## src/rtl/udp_rs_encode_in_datap_if.sv

```systemverilog
// udp_rs_encode_in_datap_if: NoC inbound, metadata and encoder-stream handshakes of the RX front end
interface udp_rs_encode_in_datap_if #(
  parameter int NOC_DATA_W   = 512,
  parameter int NUM_BLOCKS_W = 8
);
  localparam int PW = $clog2(NOC_DATA_W / 8);
  logic                    noc0_ctovr_udp_app_in_val;
  logic [NOC_DATA_W-1:0]   noc0_ctovr_udp_app_in_data;
  logic                    udp_app_in_noc0_ctovr_rdy;
  logic                    in_out_meta_val;
  logic                    out_in_meta_rdy;
  logic [31:0]             in_out_src_ip;
  logic [31:0]             in_out_dst_ip;
  logic [15:0]             in_out_src_port;
  logic [15:0]             in_out_dst_port;
  logic [15:0]             in_out_data_len;
  logic [NUM_BLOCKS_W-1:0] in_out_num_blocks;
  logic                    in_encoder_data_val;
  logic [NOC_DATA_W-1:0]   in_encoder_data;
  logic                    in_encoder_data_last;
  logic [PW-1:0]           in_encoder_data_padbytes;
  logic                    encoder_in_data_rdy;
  modport master (
    output noc0_ctovr_udp_app_in_val, noc0_ctovr_udp_app_in_data, out_in_meta_rdy, encoder_in_data_rdy,
    input  udp_app_in_noc0_ctovr_rdy, in_out_meta_val, in_out_src_ip, in_out_dst_ip, in_out_src_port,
           in_out_dst_port, in_out_data_len, in_out_num_blocks, in_encoder_data_val, in_encoder_data,
           in_encoder_data_last, in_encoder_data_padbytes
  );
  modport slave (
    input  noc0_ctovr_udp_app_in_val, noc0_ctovr_udp_app_in_data, out_in_meta_rdy, encoder_in_data_rdy,
    output udp_app_in_noc0_ctovr_rdy, in_out_meta_val, in_out_src_ip, in_out_dst_ip, in_out_src_port,
           in_out_dst_port, in_out_data_len, in_out_num_blocks, in_encoder_data_val, in_encoder_data,
           in_encoder_data_last, in_encoder_data_padbytes
  );
endinterface

```

## src/rtl/udp_rs_encode_in_datap.sv

```systemverilog
// udp_rs_encode_in_datap: parses UDP RX NoC messages into metadata for the out path and a payload stream for the encoder
module udp_rs_encode_in_datap #(
  parameter int SRC_X        = -1,
  parameter int SRC_Y        = -1,
  parameter int NOC_DATA_W   = 512,
  parameter int NUM_BLOCKS_W = 8
) (
  input logic clk,
  input logic rst_n,
  udp_rs_encode_in_datap_if.slave bus
);
  localparam int BY = NOC_DATA_W / 8;
  localparam int PW = $clog2(BY);
  localparam int CW = 16 - PW;
  if (SRC_X < -1 || SRC_Y < -1) begin : g_bad_coord
    $error("tile coordinates must be >= -1");
  end
  typedef enum logic [2:0] {HDR, META, REQ, MOUT, DATA} state_t;
  state_t state, nxt;
  logic [NOC_DATA_W-1:0] d;
  logic [15:0] data_len, pay_len, in_len;
  logic [CW-1:0] cnt, data_flits;
  logic [PW-1:0] rem;
  logic fire, last;
  assign d        = bus.noc0_ctovr_udp_app_in_data;
  assign in_len   = d[NOC_DATA_W-97 -: 16];
  assign fire     = bus.noc0_ctovr_udp_app_in_val & bus.udp_app_in_noc0_ctovr_rdy;
  // the request-header flit occupies the first flit's worth of the UDP payload
  assign pay_len    = data_len > 16'(BY) ? data_len - 16'(BY) : '0;
  assign rem        = pay_len[PW-1:0];
  assign data_flits = pay_len[15:PW] + CW'(|rem);
  assign last       = state == DATA && cnt == data_flits - CW'(1);
  assign bus.in_encoder_data   = d;
  assign bus.in_out_data_len   = data_len;
  always_ff @(posedge clk or negedge rst_n)
    if (!rst_n) state <= HDR;
    else state <= nxt;
  always_comb begin
    nxt = state;
    case (state)
      HDR:     if (fire) nxt = META;
      META:    if (fire) nxt = in_len < 16'(BY) ? MOUT : REQ;
      REQ:     if (fire) nxt = MOUT;
      MOUT:    if (bus.out_in_meta_rdy) nxt = data_flits == '0 ? HDR : DATA;
      DATA:    if (fire && last) nxt = HDR;
      default: nxt = HDR;
    endcase
  end
  // rst_n gating keeps every handshake output low for the whole reset pulse
  always_comb begin
    bus.udp_app_in_noc0_ctovr_rdy = rst_n && (state == HDR || state == META || state == REQ ||
                                              (state == DATA && bus.encoder_in_data_rdy));
    bus.in_out_meta_val           = rst_n && state == MOUT;
    bus.in_encoder_data_val       = rst_n && state == DATA && bus.noc0_ctovr_udp_app_in_val;
    bus.in_encoder_data_last      = rst_n && last;
    bus.in_encoder_data_padbytes  = (rst_n && last) ? ~rem + 1'b1 : '0;
  end
  always_ff @(posedge clk or negedge rst_n)
    if (!rst_n) begin
      bus.in_out_src_ip     <= '0;
      bus.in_out_dst_ip     <= '0;
      bus.in_out_src_port   <= '0;
      bus.in_out_dst_port   <= '0;
      data_len              <= '0;
      bus.in_out_num_blocks <= '0;
      cnt                   <= '0;
    end else begin
      if (state == META && fire) begin
        bus.in_out_src_ip   <= d[NOC_DATA_W-1 -: 32];
        bus.in_out_dst_ip   <= d[NOC_DATA_W-33 -: 32];
        bus.in_out_src_port <= d[NOC_DATA_W-65 -: 16];
        bus.in_out_dst_port <= d[NOC_DATA_W-81 -: 16];
        data_len            <= in_len;
        if (in_len < 16'(BY)) bus.in_out_num_blocks <= '0;
      end
      if (state == REQ && fire) begin
        bus.in_out_num_blocks <= d[NOC_DATA_W-1 -: NUM_BLOCKS_W];
        cnt                   <= '0;
      end
      if (state == DATA && fire) cnt <= cnt + 1'b1;
    end
endmodule

```

## src/flat_wrapper.sv

```systemverilog
// flat-port wrapper written by rule: the top's interface ports become plain ports
module udp_rs_encode_in_datap_flat 
#(
  parameter int SRC_X        = -1,
  parameter int SRC_Y        = -1,
  parameter int NOC_DATA_W   = 512,
  parameter int NUM_BLOCKS_W = 8
)
  (clk, rst_n, bus_noc0_ctovr_udp_app_in_val, bus_noc0_ctovr_udp_app_in_data, bus_out_in_meta_rdy, bus_encoder_in_data_rdy, bus_udp_app_in_noc0_ctovr_rdy, bus_in_out_meta_val, bus_in_out_src_ip, bus_in_out_dst_ip, bus_in_out_src_port, bus_in_out_dst_port, bus_in_out_data_len, bus_in_out_num_blocks, bus_in_encoder_data_val, bus_in_encoder_data, bus_in_encoder_data_last, bus_in_encoder_data_padbytes);
  udp_rs_encode_in_datap_if #(.NOC_DATA_W(NOC_DATA_W), .NUM_BLOCKS_W(NUM_BLOCKS_W)) bus_i ();
  input logic clk;
  input logic rst_n;
  input wire logic [$bits(bus_i.noc0_ctovr_udp_app_in_val)-1:0] bus_noc0_ctovr_udp_app_in_val;
  input wire logic [$bits(bus_i.noc0_ctovr_udp_app_in_data)-1:0] bus_noc0_ctovr_udp_app_in_data;
  input wire logic [$bits(bus_i.out_in_meta_rdy)-1:0] bus_out_in_meta_rdy;
  input wire logic [$bits(bus_i.encoder_in_data_rdy)-1:0] bus_encoder_in_data_rdy;
  output wire logic [$bits(bus_i.udp_app_in_noc0_ctovr_rdy)-1:0] bus_udp_app_in_noc0_ctovr_rdy;
  output wire logic [$bits(bus_i.in_out_meta_val)-1:0] bus_in_out_meta_val;
  output wire logic [$bits(bus_i.in_out_src_ip)-1:0] bus_in_out_src_ip;
  output wire logic [$bits(bus_i.in_out_dst_ip)-1:0] bus_in_out_dst_ip;
  output wire logic [$bits(bus_i.in_out_src_port)-1:0] bus_in_out_src_port;
  output wire logic [$bits(bus_i.in_out_dst_port)-1:0] bus_in_out_dst_port;
  output wire logic [$bits(bus_i.in_out_data_len)-1:0] bus_in_out_data_len;
  output wire logic [$bits(bus_i.in_out_num_blocks)-1:0] bus_in_out_num_blocks;
  output wire logic [$bits(bus_i.in_encoder_data_val)-1:0] bus_in_encoder_data_val;
  output wire logic [$bits(bus_i.in_encoder_data)-1:0] bus_in_encoder_data;
  output wire logic [$bits(bus_i.in_encoder_data_last)-1:0] bus_in_encoder_data_last;
  output wire logic [$bits(bus_i.in_encoder_data_padbytes)-1:0] bus_in_encoder_data_padbytes;
  assign bus_i.noc0_ctovr_udp_app_in_val = bus_noc0_ctovr_udp_app_in_val;
  assign bus_i.noc0_ctovr_udp_app_in_data = bus_noc0_ctovr_udp_app_in_data;
  assign bus_i.out_in_meta_rdy = bus_out_in_meta_rdy;
  assign bus_i.encoder_in_data_rdy = bus_encoder_in_data_rdy;
  assign bus_udp_app_in_noc0_ctovr_rdy = bus_i.udp_app_in_noc0_ctovr_rdy;
  assign bus_in_out_meta_val = bus_i.in_out_meta_val;
  assign bus_in_out_src_ip = bus_i.in_out_src_ip;
  assign bus_in_out_dst_ip = bus_i.in_out_dst_ip;
  assign bus_in_out_src_port = bus_i.in_out_src_port;
  assign bus_in_out_dst_port = bus_i.in_out_dst_port;
  assign bus_in_out_data_len = bus_i.in_out_data_len;
  assign bus_in_out_num_blocks = bus_i.in_out_num_blocks;
  assign bus_in_encoder_data_val = bus_i.in_encoder_data_val;
  assign bus_in_encoder_data = bus_i.in_encoder_data;
  assign bus_in_encoder_data_last = bus_i.in_encoder_data_last;
  assign bus_in_encoder_data_padbytes = bus_i.in_encoder_data_padbytes;
  udp_rs_encode_in_datap #(.SRC_X(SRC_X), .SRC_Y(SRC_Y), .NOC_DATA_W(NOC_DATA_W), .NUM_BLOCKS_W(NUM_BLOCKS_W)) u_core (.clk(clk), .rst_n(rst_n), .bus(bus_i));
endmodule
```

## config.mk

```make
export PLATFORM = sky130hd
export DESIGN_NAME = udp_rs_encode_in_datap_flat
export DESIGN_NICKNAME = d
export VERILOG_FILES = /design/src/rtl/udp_rs_encode_in_datap_if.sv /design/src/rtl/udp_rs_encode_in_datap.sv /design/src/flat_wrapper.sv
export SDC_FILE = /design/constraint.sdc
export NUM_CORES = 1
export LEC_CHECK = 0
export CORE_AREA = 2 2 457 459
export CTS_CLUSTER_DIAMETER = 50
export DETAILED_ROUTE_END_ITERATION = 16
export DIE_AREA = 0 0 459 461
export PLACE_DENSITY = 0.3
export SYNTH_ARGS = -nofsm -noshare
export SYNTH_HDL_FRONTEND = slang
export SYNTH_SLANG_ARGS = --single-unit
```

## constraint.sdc

```tcl
create_clock -name clk -period 7.7 [get_ports clk]
set_clock_uncertainty 0.05 [all_clocks]
set_input_delay 1.54 -clock clk [delete_from_list [all_inputs] [get_ports clk]]
set_output_delay 1.54 -clock clk [all_outputs]
set_load 0.1 [all_outputs]
```

==> out/qor.yml <==
outcome: "completed"
setup_slack_ps: 602
grt_use_total_pct: 9.83
synth_area_per_cell_um2: 9.80
yosys-top-cells-area: "buf_4 (37%), dfrtp_1 (32%), mux2_2 (12%), xnor2_1 (1.4%), nand2_1 (1.3%)"
syn_inst: 1057
slew_violations: 0
swShare_pct: 59.5
drtIter0Drc: 250
clockBufferDepth: 2
die_h_um: 461
drc: 0
ios: 1159
core_area_um2: 206000
die_x_um: 459
cts_tree: "done"
antenna_found_initial: 16
fin_total_pwr_mw: 7.14
final_cell_mix: "clkdlybuf4s50_1 (336), dfrtp_1 (120), mux2_2 (111), nand2_1 (34), buf_4 (22)"
hold_viol: 0
first_pass_iters: 4
routedWlPerCell_um: 30.0
via_per_inst: 1.87
dp.final_hpwl_um: 101000
clkTransAtPathRegs_ps: 80
net-switching-power_mw: 4.24
drt-total-wl_um: 109000
fillers: 24107
end_kind: "output port"
synth_flop_cell: "dfrtp_1"
die-area_um2: 212000
cts_hold_buf: 0
pwr_density_cell_nw_per_um2: 501
period_minus_slack_ps: 7100
worst_pin_slew_ps: 1060
power.leakage_nw: 4.44
clockRootBuffer: "clkbuf_16"
synth_nets: 1581
whs_ps: 450
cts_sinks: 133
layout_commonest_cell: "clkdlybuf4s50_1"
path_class: "flip-flop to output port"
cp_max_fo: 11
gp_congestion: 0.877
io_buffers: 358
first_global_vias: 7105
tns_ps: 0
ys_async_sr_fraction_pct: 100
initial_utilization_pct: 5.02
cap_viol_max_count: 0
grt_first_pass_wirelength_um: 124000
drive_gt1_share_pct: 23.4
synth_top_cell_by_area: "buf_4"
num_vias: 6772
cp-start-kind: "flip-flop"
rows: 167
clockPowerShare_pct: 14.1
internal_power_mw: 2.89
p_comb_share_pct: 67.3
yosysSeqAreaShare_pct: 32.1
synth_edf_count: 0
nNetsFinal: 1428
preCtsSetupSlack_ps: 463
htree_levels: 4
peakVddDrop_uv: 217
ys_ff_latch: 133
cts_buffers: 17
yosysTopAreaCellShare_pct: 37.2
period_share_pct: 92.2
grt.overflow.total: 0
clock_latency_ps: 490
pwr-share-seq_pct: 18.6
cp.arrival_ps: 5510
netlist_area_um2: 10400
grt_max_degree: 98
ys_types: 63
max_freq_ghz: 0.141
final_util_pct: 6.90
ant_nets: 0
syn2layout_area_growth_pct: 37.4
ys_warn_count: 0
holdCritPathClass: "flip-flop to flip-flop"
critical_path_required_ps: 6110
setup_viol: 0
maxSlewHeadroom_pct: 28.9
rsz0062_at_grt: "no"
==> state kept, by name, summed over array words and instances, names as in the netlist <==
signal and cells:
u_core.state 3, u_core.bus.in_out_num_blocks 8, u_core.bus.in_out_dst_ip 32, u_core.bus.in_out_dst_port 16, u_core.bus.in_out_data_len 16, u_core.bus.in_out_src_port 16, u_core.cnt 10, u_core.bus.in_out_src_ip 32
==> cell usage after synthesis, types with 4 or more instances <==
cell type  number
nor4_1          7
and2_1          4
buf_4         513
nor2_1         20
nor3_1         11
mux2_2        111
a22o_1          8
o22ai_1         7
xnor2_1        17
nand3_1        21
a21oi_1        14
o21ai_0        21
inv_1           7
dfrtp_1       133
clkbuf_1       20
nand4_1         5
nand2_1        35
buf_2           5
nor2b_1         8
ha_1            7
nor3b_1         4
xor2_1          5
o211ai_1        5
a211oi_1        4
and3_1          6
==> critical path, cell delays in order (launching register included) <==
cell and delay [ps]:
dfrtp_2 500, or4_4 600, nor2_1 220, nand2_2 240
nand2_1 220, ha_1 300, o21ai_0 130, ha_1 250
nand2b_1 260, nor3_1 90, o31ai_1 370, nand3_1 250
nor3_2 250, xor2_1 180, o2111ai_1 210, nor4_4 380
buf_12 160, and4_4 230, buf_12 170
==> layer usage <==
metal	global-route usage [%]	up-vias	wire length, um
met5	0.689	-	261
met1	3.53	3009	13700
li1	-	2758	-
met2	19.1	910	60100
met4	2.51	10	1910
met3	13.7	85	32800
==> per-stage QoR <==
stage | instances | cell area, um^2
floorplan | 1057 | 10400
global placement | 3587 | 13500
detailed placement | 3587 | 13500
CTS | 3621 | 14200
global route | 3622 | 14200
finish | 3626 | 14200
==> repair_timing <==
item | CTS | global route
endpoints found under the setup margin | 6 | 6
resized for setup | 0 | 1
setup buffers | 2 | 0
cloned | 0 | 0
pin swaps | 1 | 0
==> kinds of logic after synthesis <==
group | count (synthesis) | share of synthesized area (%)
AND/OR/NAND/NOR | 146 | 8.19
flip-flops | 133 | 32.1
AO/OA/AOI/OAI | 88 | 5.96
multiplexers | 114 | 12.4
XOR/XNOR | 22 | 1.86
adder cells (fa/ha/maj) | 7 | 0.846
buffers and inverters | 547 | 38.6
==> final timing paths <==
check,depth (start not counted),slack [ps],endpoint,startpoint
min in group asynchronous,1,940,u_core.bus.in_out_data_len[15],rst_n
max in group asynchronous,3,4930,u_core.bus.in_out_dst_ip[21],rst_n
worst min register to register,1,450,u_core.bus.in_out_num_blocks[5],u_core.bus.in_out_num_blocks[5]
worst min-delay path,1,450,u_core.bus.in_out_num_blocks[5],u_core.bus.in_out_num_blocks[5]
worst max-delay path,18,600,bus_in_encoder_data_padbytes[3],u_core.bus.in_out_data_len[15]
worst max register to register,18,2530,u_core.state[2],u_core.bus.in_out_data_len[6]
==> power by group through the flow <==
stage	clock network [mW]	registers, mW	logic (mW)
finish	1.00	1.33	4.81
CTS	1.06	1.33	4.88
global route	1.07	1.38	5.02
detailed placement	0	1.33	4.87
floorplan	0	3.54	2.39
global placement	0	1.32	4.92
==> area by class of cell <==
type | instances | area, um^2 | share of cell area, %
repair buffers | 368 | 3720 | 26.1
well taps | 2704 | 3380 | 23.8
flip-flops and latches | 133 | 3350 | 23.5
multi-input cells | 377 | 3060 | 21.5
clock buffers | 21 | 460 | 3.23
clock inverters | 11 | 221 | 1.56
inverters | 7 | 26.3 | 0.185
diodes | 5 | 12.5 | 0.0879
(Power assumes the default switching activity.)
